--- src/rtl/random_spawn_queue.sv ---
// Spawn-position producer: requests 4-bit random values, rejects immediate repeats
// with bounded retries, maps them to screen X and queues them in a show-ahead FIFO.
module random_spawn_queue #(
   parameter int         DEPTH     = 4,
   parameter logic [9:0] COL_W     = 10'd40,
   parameter logic [9:0] X_OFFSET  = 10'd0,
   parameter int         RAND_WAIT = 2,
   parameter int         MAX_RETRY = 3
) (
   input  logic       clk,
   input  logic       reset_n,
   input  logic       enable,
   input  logic [3:0] rand_in,
   output logic       rand_req,
   output logic [9:0] spawn_x,
   output logic       spawn_valid,
   input  logic       spawn_pop,
   output logic [3:0] count,
   output logic       full
);

   localparam int PTR_W = (DEPTH > 1) ? $clog2(DEPTH) : 1;

   typedef enum logic [2:0] {IDLE, REQ, WAIT, CHECK, PUSH} state_t;

   state_t                     state_reg, state_next;
   logic [3:0]                 wait_reg;
   logic [3:0]                 sample_reg;
   logic [3:0]                 last_val_reg;
   logic [3:0]                 retry_reg;
   logic                       has_last_reg;
   logic [PTR_W-1:0]           wr_ptr_reg, rd_ptr_reg;
   logic [3:0]                 count_reg;
   logic [DEPTH-1:0][9:0]      mem_bus;
   logic                       push, pop, repeat_hit;
   logic [9:0]                 push_x;

   assign repeat_hit = has_last_reg && (sample_reg == last_val_reg)
                       && (retry_reg < 4'(MAX_RETRY));
   assign push       = (state_reg == PUSH);
   assign pop        = spawn_pop && (count_reg != 4'd0);
   // Arithmetic stays 10 bits wide, so off-screen results wrap modulo 1024.
   assign push_x     = 10'(sample_reg) * COL_W + X_OFFSET;

   assign spawn_x     = mem_bus[rd_ptr_reg];
   assign spawn_valid = (count_reg != 4'd0);
   assign count       = count_reg;
   assign full        = (count_reg == 4'(DEPTH));

   always_comb begin
      state_next = state_reg;
      rand_req   = 1'b0;
      case (state_reg)
         IDLE:  if (enable && !full) state_next = REQ;
         REQ: begin
            rand_req   = 1'b1;
            state_next = WAIT;
         end
         WAIT:  if (wait_reg == 4'd0) state_next = CHECK;
         CHECK: state_next = repeat_hit ? REQ : PUSH;
         PUSH:  state_next = IDLE;
         default: state_next = IDLE;
      endcase
   end

   always_ff @(posedge clk or negedge reset_n) begin
      if (!reset_n) begin
         state_reg    <= IDLE;
         wait_reg     <= 4'd0;
         sample_reg   <= 4'd0;
         last_val_reg <= 4'd0;
         retry_reg    <= 4'd0;
         has_last_reg <= 1'b0;
         wr_ptr_reg   <= '0;
         rd_ptr_reg   <= '0;
         count_reg    <= 4'd0;
      end else begin
         state_reg <= state_next;
         case (state_reg)
            REQ:  wait_reg <= 4'(RAND_WAIT - 1);
            WAIT: begin
               if (wait_reg == 4'd0) sample_reg <= rand_in;
               else                  wait_reg   <= wait_reg - 4'd1;
            end
            CHECK: if (repeat_hit) retry_reg <= retry_reg + 4'd1;
            PUSH: begin
               last_val_reg <= sample_reg;
               has_last_reg <= 1'b1;
               retry_reg    <= 4'd0;
            end
            default: ;
         endcase
         if (push) wr_ptr_reg <= wr_ptr_reg + PTR_W'(1);
         if (pop)  rd_ptr_reg <= rd_ptr_reg + PTR_W'(1);
         count_reg <= count_reg + {3'd0, push} - {3'd0, pop};
      end
   end

   // One register per FIFO slot so every entry clears on reset.
   for (genvar gi = 0; gi < DEPTH; gi++) begin : g_mem
      logic [9:0] entry_reg;
      always_ff @(posedge clk or negedge reset_n) begin
         if (!reset_n)                                 entry_reg <= 10'd0;
         else if (push && wr_ptr_reg == PTR_W'(gi))    entry_reg <= push_x;
      end
      assign mem_bus[gi] = entry_reg;
   end

endmodule

--- config.mk ---
export PLATFORM = sky130hd
export DESIGN_NAME = random_spawn_queue
export DESIGN_NICKNAME = d
export VERILOG_FILES = /design/src/rtl/random_spawn_queue.sv
export SDC_FILE = /design/constraint.sdc
export NUM_CORES = 1
export LEC_CHECK = 0
export BUFFER_PORTS_ARGS = -buffer_cell sky130_fd_sc_hd__buf_4
export CORE_UTILIZATION = 50
export CTS_BUF_LIST = sky130_fd_sc_hd__clkbuf_16
export DETAILED_ROUTE_END_ITERATION = 7
export GPL_ROUTABILITY_DRIVEN = 0
export GPL_TIMING_DRIVEN = 0
export PLACE_DENSITY = 0.69
export SLEW_MARGIN = 15
export SYNTH_ARGS = -nofsm -noshare
export SYNTH_HDL_FRONTEND = slang
export SYNTH_SLANG_ARGS = --single-unit
--- constraint.sdc ---
create_clock -name clk -period 3.8 [get_ports clk]
set_input_delay 0.19 -clock clk [delete_from_list [all_inputs] [get_ports clk]]
set_output_delay 0.19 -clock clk [all_outputs]
set_load 0.05 [all_outputs]
==> results of run 1 <==
==> worst reg2reg max path, delay by kind of cell, from the launching register on <==
family,cells,cell delay [ns]
XOR/XNOR,1,0.13
adder cells (fa/ha/maj),3,0.79
buffers and inverters,5,0.59
flip-flops,1,0.36
AND/OR/NAND/NOR,1,0.35
==> power by group through the flow <==
stage	logic [uW]	clock network, uW	registers [uW]
floorplan	999	0	1040
global placement	1340	0	1000
detailed placement	1370	0	1010
CTS	1370	461	1000
global route	1500	482	1040
finish	1350	451	1000
==> synthesized netlist by cell type, drive strengths merged <==
master / instances
a21oi: 3
ha: 17
mux4: 7
and2: 3
xnor2: 4
buf: 7
dfrtp: 56
conb: 1
xor2: 9
inv: 18
or2: 1
mux2: 23
nor3b: 4
nand2b: 2
or3b: 1
nor3: 2
a21o: 2
nor2: 9
nand2: 24
o221a: 1
nand3: 4
nor4: 1
nor2b: 3
fa: 2
a221oi: 2
mux2i: 1
a31oi: 1
o21ai: 15
clkbuf: 1
==> per-layer routing <==
metal	routed length (um)	part of all wire	up-vias	global-route usage
met5	0	0	-	0
met4	55	0.012	0	0.0519
met3	186	0.041	6	0.0518
met2	2030	0.44	22	0.286
met1	2290	0.50	769	0.250
li1	-	-	812	-
==> cell type report <==
class                           instances  share of cell area
Timing Repair Buffer                   22              0.0534
Clock buffer                            5              0.0398
Inverter                               18              0.0215
Sequential cell                        56               0.446
Clock inverter                          3             0.00637
Tap cell                               70              0.0279
Buffer                                  8              0.0163
Multi-Input combinational cell        144               0.389
==> cells in the final DEF, fill, tap and decap left out, drive strengths merged <==
master | netlist | layout
clkinv | 0 | 1
or2 | 1 | 1
conb | 1 | 3
dfrtp | 56 | 56
inv | 18 | 19
buf | 7 | 28
mux2 | 23 | 23
nand2 | 24 | 24
a21o | 2 | 2
o21ai | 15 | 15
nor2 | 9 | 9
xnor2 | 4 | 4
a21oi | 3 | 3
and2 | 3 | 3
clkbuf | 1 | 6
mux2i | 1 | 1
o221a | 1 | 1
a31oi | 1 | 1
ha | 17 | 17
nor4 | 1 | 1
xor2 | 9 | 9
nor3 | 2 | 2
nor3b | 4 | 4
or3b | 1 | 1
mux4 | 7 | 7
dlygate4sd3 | 0 | 1
nand2b | 2 | 2
clkinvlp | 0 | 1
nor2b | 3 | 3
nand3 | 4 | 4
fa | 2 | 2
a221oi | 2 | 2
==> metrics by stage <==
step / std cells / hold WS (ns) / worst slack, ns / cell area (um^2) / power, uW
after floorplan: 226 / -0.106 / 1.17 / 2740 / 2040
after global placement: 317 / 0.293 / 1.45 / 2990 / 2350
after detailed placement: 317 / 0.288 / 1.45 / 2990 / 2390
after CTS: 326 / 0.125 / 1.45 / 3140 / 2840
after global routing: 326 / 0.124 / 1.34 / 3140 / 3020
final: 326 / 0.126 / 1.47 / 3140 / 2810
==> cell families (layout without fill, tap and decap cells) <==
group | count (synthesis) | in the layout
DFF | 56 | 56
AOI/OAI and AO/OA | 24 | 24
muxes | 31 | 31
buffers and inverters | 26 | 56
adders and majority gates | 19 | 19
xor gates and xnor gates | 13 | 13
other | 1 | 3
and+or+nand+nor | 54 | 54
==> path summary, 6_finish.rpt <==
path,endpoint,from
worst max-delay path,count[2],state_reg[1]
worst min-delay path,sample_reg[2],rand_in[2]
worst max register to register,count[2],state_reg[1]
worst min register to register,g_mem[1].entry_reg[8],g_mem[1].entry_reg[8]
max in group asynchronous,wr_ptr_reg[1],reset_n
min in group asynchronous,g_mem[2].entry_reg[5],reset_n
==> reports/results.env, run 1 <==
INITIAL_CORE_UTIL=0.529
SYNTH_TOP_FAMILY_BY_AREA='multiplexers'
SYNTH-SEQ-CELLS=56
AREA_DELTA_SYNTH_FINAL_PCT=14.9
SYN_AREA_UM2=2730
DETAIL_ROUTE.FIRST_PASS.ITERATIONS=4
NUMBER_OF_BUFFERS_ON_THE_LONGEST_CLOCK_PATH=2
SYNTH_TOP_AREA_SHARE=0.513
DRT_ITER0_MARKERS=64
FINAL.FILL_COUNT=425
SYNTH.DISTINCT_CELLS=32
SYNTH_LARGEST_AREA_CELL='sky130_fd_sc_hd__dfrtp_1'
CRITICAL_PATH_CLASS='reg2reg'
INSERTED_CLOCK_BUFFERS=5
HOLD_PATH_CLASS='in2reg'
CRITICAL-PATH-MAX-STAGE-DELAY_NS=0.37
DRIVE_GT1_FRAC=0.281
MULTI_INPUT_COMB_AREA_UM2=1220
DIE-AREA_UM2=5770
CORE_AREA_UM2=5170
GLOBALROUTEOVERFLOWTOTAL=0
FINAL.SETUP_SKEW_NS=0.00827
HPWL_MM=3.21
FINAL.MIN_CLOCK_PERIOD_NS=2.33
WORST-PATH-BUF-INV=5
CRITPATHTOPFAMILY='adder cells'
DRT_DRC_VIOLATIONS_LEFT=0
LEAKAGEPOWER_uW=0.00153
SYNTH-SEQ-AREA-SHARE=0.513
CLK_PIN_SLEW_NS=0.07
CRITICAL_PATH_REQUIRED_NS=3.98
HTREE_LEVELS=2
CRIT_ARRIVAL_NS=2.51
POST-ROUTE-UTIL=0.607
LARGEST_NET_DEGREE_AT_THE_START_OF_GLOBAL_ROUTING=57
FLOORPLAN.DIE.HEIGHT_UM=75.9
MAXCLOCKFREQUENCY_MHz=429
MUXSHAREOFSYNTHAREA=0.156
SETUP.WORST_PATH.END_CLASS='flop'
STATUS='complete, no violations'
WHS_PATH_DEPTH=2
POST_CTS_SETUP_BUFS=0
CLOCK_TREE_FROM_TRITONCTS='yes'
POST_CTS_RESIZED=0
SETUP_VIOL=0
TIMING.FINAL.HOLD_VIOLATIONS=0
CORE.ROWCOUNT=26
LARGEST_REGISTER_FF_COUNT=28
ANTENNADIODECOUNT=0
SYNTH_SIMPLE_GATE_AREA_SHARE=0.101
TIMING.FINAL.CRIT_SHARE=0.613
POST_SYNTH_MAIN_AREA_CONTRIBUTORS='sky130_fd_sc_hd__dfrtp_1, sky130_fd_sc_hd__mux2_2, sky130_fd_sc_hd__ha_1, sky130_fd_sc_hd__mux4_2, sky130_fd_sc_hd__xor2_1'
NUMPORTBUFFERS=21
CTS.HOLD.BUFFERS_ADDED=1
CAP_VIOL_MAX_COUNT=0
VIA_COUNT_OF_THE_FIRST_GLOBAL_ROUTING_PASS=1736
POWER_DENSITY_OVER_CELL_AREA_nW_PER_UM2=893
GRT_PASS1_WL_MM=8.22
ROUTE.ANTENNA.REMAINING_NETS=0
P_SW_uW=1160
DIE_W_UM=75.9
STORAGE_CELL_AREA_UM2=1400
CLOCK_SINK_COUNT=56
TIMING.FINAL.MAX_SLEW_VIOLATIONS=0
CRITICAL_PATH.STARTPOINT_TYPE='flop'
CP_MAX_FO=10
CRITICAL_PATH_DEPTH=10
TOTALNEGATIVESETUPSLACK_NS=0
VIA_COUNT=1609
WORST_PATH_MAX_DELAY_CELL='sky130_fd_sc_hd__fa_1'
CLOCK_POWER_FRAC=0.161
VIAS_PER_CELL=4.94
AREA_SHARE_OF_FA_HA_MAJ_CELLS_AFTER_SYNTHESIS=0.0924
CRIT_PATH_FREQUENT_CELL='sky130_fd_sc_hd__inv_1'
GRT_ANTENNA_BEFORE_REPAIR=0
WORSTPATHCELLLIST='buf_4, nor3b_4, buf_4, inv_1, ha_1, inv_1, ha_1, inv_1, fa_1, xnor2_1'
DRT-WIRELENGTH-PER-CELL_UM=14.0
SWITCHING_SHARE=0.413
SHARE_COMB_OF_TOTAL_POWER=0.483
YOSYSWARNINGCOUNT=0
ROOT_BUFFER='sky130_fd_sc_hd__clkbuf_16'
POST_SYNTH_INST_COUNT=224
RSZ_0062_RAISED_AFTER_GLOBAL_ROUTING='false'
WORST_SKEW_PAIR.LATE_LATENCY_NS=0.29
GRT_UTIL_ALL_LAYERS=0.183
CELLINTERNALPOWER_uW=1650
SYNTH_AREA_PER_CELL_UM2=12.2
VDD_DROP_MAX_mV=0.560
SYNTH_COMPOUND_AREA_FRAC=0.0513
TIGHTEST_SLEW_NS=0.700
WIRELENGTH_MM=4.56
SEQPWRFRAC=0.357
LAYOUT_NET_COUNT=282
FF2FF_SETUP_SLACK_NS=1.47
SLEW-LIMIT-HEADROOM=0.533
SYNTHXORXNORAREAFRAC=0.0416
R2R.WORST_PATH.CELLS=10
PIN_COUNT=25
Note: power is estimated with default switching activity, not from simulation.
==> run 2: changes to the inputs <==
--- a/config.mk
+++ b/config.mk
@@ -5,6 +5,7 @@
 export SDC_FILE = /design/constraint.sdc
 export NUM_CORES = 1
 export LEC_CHECK = 0
+export ABC_AREA = 1
 export BUFFER_PORTS_ARGS = -buffer_cell sky130_fd_sc_hd__buf_4
 export CORE_UTILIZATION = 50
 export CTS_BUF_LIST = sky130_fd_sc_hd__clkbuf_16
==> constraint.sdc (replaced) <==
create_clock -name clk -period 2.17 [get_ports clk]
set_input_delay 0.1085 -clock clk [delete_from_list [all_inputs] [get_ports clk]]
set_output_delay 0.1085 -clock clk [all_outputs]
set_load 0.05 [all_outputs]
==> run 2 against run 1 <==
  * Count of clock-buffer cells in the layout unchanged
  * Sequential share of layout area down 2.8 points
  * Highest routed layer unchanged
  * Sequential cell count did not move
  * Global-route usage rose by 1.8 points
  * Critical endpoint is now count[1]
  * Final cell count grew 30%
  * First-iteration DRC count increased by 19%
  * Register-to-register slack worse by 1.3 ns
  * Critical path type unchanged
  * Sequential power increased by 80%
  * Largest power group unchanged
  * Critical path depth fell by 1
==> reports/results.env, run 2 <==
CLOCK_TREE_FROM_TRITONCTS='yes'
WHS_PATH_DEPTH=3
CRITICAL-PATH-MAX-STAGE-DELAY_NS=0.50
SLEW-LIMIT-HEADROOM=0.530
WORST_SLACK_AFTER_DETAILED_PLACEMENT_NS=0.116
CLK_PIN_SLEW_NS=0.07
WORSTPATHCELLLIST='nor2_2, nand2_4, buf_2, ha_4, inv_2, ha_4, inv_2, fa_2, inv_1'
INITIAL_CORE_UTIL=0.522
VIA_COUNT=2072
STATUS='complete, no violations'
RR_STARTPOINT='state_reg[0]'
NUMBER_OF_BUFFERS_ON_THE_LONGEST_CLOCK_PATH=2
WORST_SKEW_PAIR.LATE_LATENCY_NS=0.29
VIA_COUNT_OF_THE_FIRST_GLOBAL_ROUTING_PASS=2075
CRITICAL_PATH.STARTPOINT_TYPE='flop'
ROOT_BUFFER='sky130_fd_sc_hd__clkbuf_16'
MAXCLOCKFREQUENCY_MHz=490
SYNTH.DISTINCT_CELLS=30
TIMING.HOLD.WORST.START='rand_in[2]'
HPWL_MM=3.92
ANTENNADIODECOUNT=0
CRIT_ARRIVAL_NS=2.23
SETUP_VIOL=0
WIRELENGTH_MM=5.34
P_SW_uW=2630
LARGEST_REGISTER_FF_COUNT=28
YOSYSWARNINGCOUNT=0
VIAS_PER_CELL=4.89
CRITPATHTOPFAMILY='adder cells'
LIBRARY_CELL_WITH_THE_HIGHEST_INSTANCE_COUNT_AFTER_SYNTHESIS='sky130_fd_sc_hd__nand2_1'
FINAL.SETUP_SKEW_NS=0.00700
WORST_HOLD_SLACK_NS=0.0666
ROUTE.ANTENNA.REMAINING_NETS=0
LAYOUT.CELLS.MOST_COMMON='sky130_fd_sc_hd__nand2_1'
CORE_AREA_UM2=5510
GLOBALROUTEOVERFLOWTOTAL=0
SETUP.WORST_PATH.END_CLASS='flop'
WORST_PATH_MAX_DELAY_CELL='sky130_fd_sc_hd__fa_2'
FF2FF_SETUP_SLACK_NS=0.13
SYNTH_ENABLE_FLOP_CELLS=0
AREA_DELTA_SYNTH_FINAL_PCT=17.0
HTREE_LEVELS=2
RSZ_0062_RAISED_AFTER_GLOBAL_ROUTING='false'
SYN_AREA_UM2=2870
CELLINTERNALPOWER_uW=3040
VDD_DROP_MAX_mV=0.882
DETAIL_ROUTE.FIRST_PASS.ITERATIONS=4
R2R.WORST_PATH.CELLS=9
LARGEST_NET_DEGREE_AT_THE_START_OF_GLOBAL_ROUTING=57
CORE.ROWCOUNT=27
GRT_ANTENNA_BEFORE_REPAIR=0
TIGHTEST_SLEW_NS=0.705
GRT_UTIL_ALL_LAYERS=0.201
LAYOUT_NET_COUNT=378
GRT_PASS1_WL_MM=9.48
LAYOUT.CELLS.MOST_COMMON_LIST='sky130_fd_sc_hd__nand2_1, sky130_fd_sc_hd__dfrtp_1, sky130_fd_sc_hd__inv_1, sky130_fd_sc_hd__nor2_1, sky130_fd_sc_hd__buf_4'
HOLD_PATH_CLASS='in2reg'
SWITCHING_SHARE=0.464
PIN_COUNT=25
CRITICAL_PATH_REQUIRED_NS=2.36
SYNTH-SEQ-AREA-SHARE=0.488
FINAL.FILL_COUNT=474
HOLDPATHEND='sample_reg[2]'
DIE_W_UM=77.8
TIMING.FINAL.CRIT_SHARE=0.940
CP_MAX_FO=10
SYNTH_AREA_PER_CELL_UM2=8.98
TIMING.FINAL.HOLD_VIOLATIONS=0
SYNTH_ASYNC_SR_FLOP_SHARE=1.00
SEQPWRFRAC=0.317
CLOCK_SINK_COUNT=56
POST_SYNTH_INST_COUNT=320
FIN_WS_NS=0.131
SYNTH-SEQ-CELLS=56
CAP_VIOL_MAX_COUNT=0
WORST-PATH-BUF-INV=4
SHARE_COMB_OF_TOTAL_POWER=0.526
YS_DOMINANT_REG_CELL='sky130_fd_sc_hd__dfrtp_1'
SYNTH_COMMON_CELLS='sky130_fd_sc_hd__nand2_1, sky130_fd_sc_hd__dfrtp_1, sky130_fd_sc_hd__inv_1'
TIMING.RR.END='count[1]'
FINAL.MIN_CLOCK_PERIOD_NS=2.04
SYNTH_LARGEST_AREA_CELL='sky130_fd_sc_hd__dfrtp_1'
DIE-AREA_UM2=6060
DRT-WIRELENGTH-PER-CELL_UM=12.6
DRT_DRC_VIOLATIONS_LEFT=0
DRT_ITER0_MARKERS=76
DRIVE_GT1_FRAC=0.210
FLOORPLAN.DIE.HEIGHT_UM=77.8
TIMING.FINAL.MAX_SLEW_VIOLATIONS=0
POST_SYNTH_MAIN_AREA_CONTRIBUTORS='sky130_fd_sc_hd__dfrtp_1, sky130_fd_sc_hd__nand2_1, sky130_fd_sc_hd__ha_1, sky130_fd_sc_hd__inv_1, sky130_fd_sc_hd__nor2_1'
POWER_DENSITY_OVER_CELL_AREA_nW_PER_UM2=1690
INSERTED_CLOCK_BUFFERS=5
LEAKAGEPOWER_uW=0.00178
CRITICAL_PATH_CLASS='reg2reg'
NUMPORTBUFFERS=21
SYNTH_TOP_AREA_SHARE=0.488
CLOCK_POWER_FRAC=0.157
-- run 2: cell count changes in the layout (fill, tap and decap cells not counted), sizes merged, moves of 7 or more --
cell and delta:
mux2 -23, nand2 +52, nor2 +21, nand3 +7, o22ai +8, inv +24, o21ai +27, mux4 -7
-- run 2: final cells by class --
type / instances / area, um^2 / area share
inverters: 43 / 169 / 0.0502
repair buffers: 22 / 168 / 0.0499
flip-flops and latches: 56 / 1410 / 0.418
multi-input cells: 213 / 1280 / 0.382
well taps: 72 / 90.1 / 0.0268
clock buffers: 5 / 125 / 0.0372
clock inverters: 3 / 38.8 / 0.0115
plain buffers: 10 / 82.6 / 0.0246
-- run 2: per-layer routing --
metal | up-vias | GRT usage | wire [um]
met3 | 9 | 0.0447 | 148
li1 | 1078 | - | -
met1 | 959 | 0.257 | 2480
met4 | 0 | 0.0660 | 91
met2 | 26 | 0.337 | 2610
met5 | - | 0 | 0
-- run 2: cell families (layout without fill, tap and decap cells) --
| group | after synthesis | count (layout) | synth area share |
|---|---|---|---|
| buf+inv | 53 | 83 | 0.0875 |
| compound gates | 59 | 59 | 0.119 |
| flops | 56 | 56 | 0.488 |
| simple gates | 125 | 125 | 0.195 |
| fa+ha+maj | 19 | 19 | 0.0879 |
| other cells | 1 | 3 | 0.00130 |
| xor+xnor | 7 | 7 | 0.0213 |
-- run 2: timing repair --
action                                 CTS  global route
setup buffers                            0             0
gates resized for setup                  0             0
endpoints found under the hold margin   56             0
hold buffers                             1             0
setup endpoints to repair                0             0
-- run 2: power groups by stage --
| stage | Combinational [uW] | Clock (uW) | Sequential, uW |
|---|---|---|---|
| 3_3_place_gp | 2930 | 0 | 1800 |
| 6_report | 2980 | 891 | 1800 |
| 4_1_cts | 3020 | 920 | 1800 |
| 3_5_place_dp | 3000 | 0 | 1810 |
| 2_1_floorplan | 2180 | 0 | 1870 |
| 5_1_grt | 3350 | 960 | 1850 |
-- run 2: through the flow --
stage	std cells	area, um^2	util	power [uW]	TNS [ns]
finish	424	3360	0.611	5670	0
global route	424	3360	0.611	6160	0
CTS	424	3360	0.611	5730	0
detailed placement	415	3190	0.579	4810	0
global placement	415	3190	0.579	4730	0
floorplan	322	2940	-	4050	-0.0405
-- run 2: how the worst max path moves through the flow --
stage	to	slack, ns	depth (start not counted)	startpoint
after CTS	count[1]	0.11	9	state_reg[0]
final	count[1]	0.13	9	state_reg[0]
after global routing	count[1]	0.03	9	state_reg[0]
after detailed placement	count[1]	0.12	9	state_reg[0]
after global placement	count[1]	0.15	9	state_reg[0]
after floorplan	count[1]	-0.04	10	count[3]
-- run 2: tightest hold or removal path, stage by stage --
cell	delay [ns]
sky130_fd_sc_hd__buf_4	0.08
sky130_fd_sc_hd__nor2_1	0.03
sky130_fd_sc_hd__a21oi_1	0.10
==> run 3: changes to the inputs <==
--- a/config.mk
+++ b/config.mk
@@ -7,12 +7,13 @@
 export LEC_CHECK = 0
 export ABC_AREA = 1
 export BUFFER_PORTS_ARGS = -buffer_cell sky130_fd_sc_hd__buf_4
+export CAP_MARGIN = 20
 export CORE_UTILIZATION = 50
 export CTS_BUF_LIST = sky130_fd_sc_hd__clkbuf_16
 export DETAILED_ROUTE_END_ITERATION = 7
 export GPL_ROUTABILITY_DRIVEN = 0
 export GPL_TIMING_DRIVEN = 0
-export PLACE_DENSITY = 0.69
+export PLACE_DENSITY = 0.67
 export SLEW_MARGIN = 15
 export SYNTH_ARGS = -nofsm -noshare
 export SYNTH_HDL_FRONTEND = slang
==> constraint.sdc (replaced) <==
create_clock -name clk -period 2.3 [get_ports clk]
set_input_delay 0.115 -clock clk [delete_from_list [all_inputs] [get_ports clk]]
set_output_delay 0.115 -clock clk [all_outputs]
set_load 0.05 [all_outputs]
==> run 3 against run 2 <==
  * Count of clock-buffer cells in the layout unchanged
  * Die area unchanged
  * Clock skew up 0.00056 ns
  * Clock power down 6.1%
  * Power down 6.2%
  * Critical path depth unchanged
  * Wire length down 0.19%
  * Sequential power down 7%
  * Register-to-register slack better by 0.08 ns
  * Worst hold slack better by 0.016 ns
  * Sequential cell count unchanged
  * Critical endpoint is now count[2]
==> reports/results.env, run 3 (synthesis gave the netlist of run 2 again) <==
PIN_COUNT=25
CLOCK_TREE_FROM_TRITONCTS='yes'
FLOORPLAN.DIE.HEIGHT_UM=77.8
CORE.ROWCOUNT=27
POST_CTS_RESIZED=0
DRT_DRC_VIOLATIONS_LEFT=0
LAYOUT.CELLS.MOST_COMMON_LIST='sky130_fd_sc_hd__nand2_1, sky130_fd_sc_hd__dfrtp_1, sky130_fd_sc_hd__inv_1, sky130_fd_sc_hd__nor2_1, sky130_fd_sc_hd__buf_4'
CLOCK_SINK_COUNT=56
CELLINTERNALPOWER_uW=2840
P_SW_uW=2480
VIA_COUNT=2066
DIE_W_UM=77.8
WORST_HOLD_SLACK_NS=0.0825
ROOT_BUFFER='sky130_fd_sc_hd__clkbuf_16'
CRITICAL_PATH_CLASS='reg2reg'
HOLD_PATH_CLASS='in2reg'
LEAKAGEPOWER_uW=0.00177
CRITICAL-PATH-MAX-STAGE-DELAY_NS=0.43
FINAL.FILL_COUNT=502
STATUS='complete, no violations'
GRT_PASS1_WL_MM=9.34
CORE_AREA_UM2=5510
CRIT_ARRIVAL_NS=2.26
FINAL.MIN_CLOCK_PERIOD_NS=2.09
INITIAL_CORE_UTIL=0.522
GRT_ANTENNA_BEFORE_REPAIR=0
VIAS_PER_CELL=4.87
TIMING.FINAL.CRIT_SHARE=0.910
RSZ_0062_RAISED_AFTER_GLOBAL_ROUTING='false'
WORST-PATH-BUF-INV=3
WORST_SKEW_PAIR.LATE_LATENCY_NS=0.29
DRT_ITER0_MARKERS=113
VDD_DROP_MAX_mV=0.778
SLEW-LIMIT-HEADROOM=0.524
HTREE_LEVELS=2
FINAL.SETUP_SKEW_NS=0.00756
GRT_UTIL_ALL_LAYERS=0.197
ANTENNADIODECOUNT=0
TOTALNEGATIVESETUPSLACK_NS=0
TIMING.FINAL.MAX_SLEW_VIOLATIONS=0
TIGHTEST_SLEW_NS=0.714
AREA_DELTA_SYNTH_FINAL_PCT=16.0
WIRELENGTH_MM=5.33
HPWL_MM=3.82
CLOCK_POWER_FRAC=0.157
SEQPWRFRAC=0.317
LARGEST_NET_DEGREE_AT_THE_START_OF_GLOBAL_ROUTING=57
LARGEST_REGISTER_FF_COUNT=28
SHARE_COMB_OF_TOTAL_POWER=0.526
DRT-WIRELENGTH-PER-CELL_UM=12.6
DRIVE_GT1_FRAC=0.190
WORSTPATHCELLLIST='nor2_2, nand2_4, buf_2, ha_1, inv_1, ha_1, inv_1, fa_1, xnor2_1'
GLOBALROUTEOVERFLOWTOTAL=0
LAYOUT_NET_COUNT=378
MAXCLOCKFREQUENCY_MHz=478
LAYOUT.CELLS.MOST_COMMON='sky130_fd_sc_hd__nand2_1'
VIA_COUNT_OF_THE_FIRST_GLOBAL_ROUTING_PASS=2072
DIE-AREA_UM2=6060
SETUP.WORST_PATH.END_CLASS='flop'
SETUP_VIOL=0
NUMBER_OF_BUFFERS_ON_THE_LONGEST_CLOCK_PATH=2
INSERTED_CLOCK_BUFFERS=5
WORST_PATH_MAX_DELAY_CELL='sky130_fd_sc_hd__dfrtp_1'
SWITCHING_SHARE=0.466
CP_MAX_FO=10
CRITICAL_PATH_REQUIRED_NS=2.47
CLK_PIN_SLEW_NS=0.06
CRITICAL_PATH.STARTPOINT_TYPE='flop'
ROUTE.ANTENNA.REMAINING_NETS=0
DETAIL_ROUTE.FIRST_PASS.ITERATIONS=4
CRITPATHTOPFAMILY='adder cells'
CAP_VIOL_MAX_COUNT=0
TIMING.FINAL.HOLD_VIOLATIONS=0
NUMPORTBUFFERS=21
POWER_DENSITY_OVER_CELL_AREA_nW_PER_UM2=1600
-- run 3: cell types whose count changed in the layout (fill, tap and decap cells not counted), sizes merged --
cell	delta
clkinv	+1
inv	-1
-- run 3: per-stage QoR --
| step | power (uW) | instances | setup WS (ns) | utilization | instance area [um^2] |
|---|---|---|---|---|---|
| 2_1_floorplan | 3790 | 322 | 0.0125 | - | 2910 |
| 3_3_place_gp | 4450 | 415 | 0.215 | 0.574 | 3160 |
| 3_5_place_dp | 4500 | 415 | 0.215 | 0.574 | 3160 |
| 4_1_cts | 5370 | 424 | 0.188 | 0.605 | 3330 |
| 5_1_grt | 5760 | 424 | 0.0531 | 0.605 | 3330 |
| 6_report | 5320 | 424 | 0.208 | 0.605 | 3330 |
-- run 3: what timing repair did --
item	CTS	global route
setup buffers	0	0
hold buffers	1	0
endpoints found under the hold margin	56	0
-- run 3: final timing paths --
kind / start / to / slack (ns) / cells past startpoint
hold / removal: rand_in[3] / sample_reg[3] / 0.08 / 3
min in group asynchronous: reset_n / g_mem[0].entry_reg[9] / 0.40 / 2
max in group asynchronous: reset_n / count[3] / 1.35 / 2
setup / recovery: state_reg[0] / count[2] / 0.21 / 9
hold reg to reg: has_last_reg / has_last_reg / 0.45 / 2
setup reg to reg: state_reg[0] / count[2] / 0.21 / 9
-- run 3: area by class of cell --
type                       instances  area, um^2  area share
inverter                          43         169      0.0507
sequential                        56        1410       0.422
timing repair buffer              22         168      0.0503
clock buffer                       5         125      0.0375
tap                               72        90.1      0.0270
buffer                            10        82.6      0.0248
multi-input combinational        213        1260       0.377
clock inverter                     3        37.5      0.0113
-- run 3: power by group through the flow --
stage               registers [uW]  logic, uW  clock network (uW)
global route                  1740       3130                 894
global placement              1690       2760                   0
CTS                           1680       2830                 857
finish                        1680       2800                 837
floorplan                     1760       2030                   0
detailed placement            1700       2810                   0
-- run 3: metal layers --
layer	vias up	wire length, um	GRT usage
li1	1073	-	-
met1	962	2530	0.248
met2	25	2600	0.348
met3	6	156	0.0412
met4	0	42	0.0396
met5	-	0	0
-- run 3: worst min-delay path: stages --
cell                      delay [ns]
sky130_fd_sc_hd__buf_4          0.08
sky130_fd_sc_hd__nor2_1         0.03
sky130_fd_sc_hd__a21oi_1        0.10
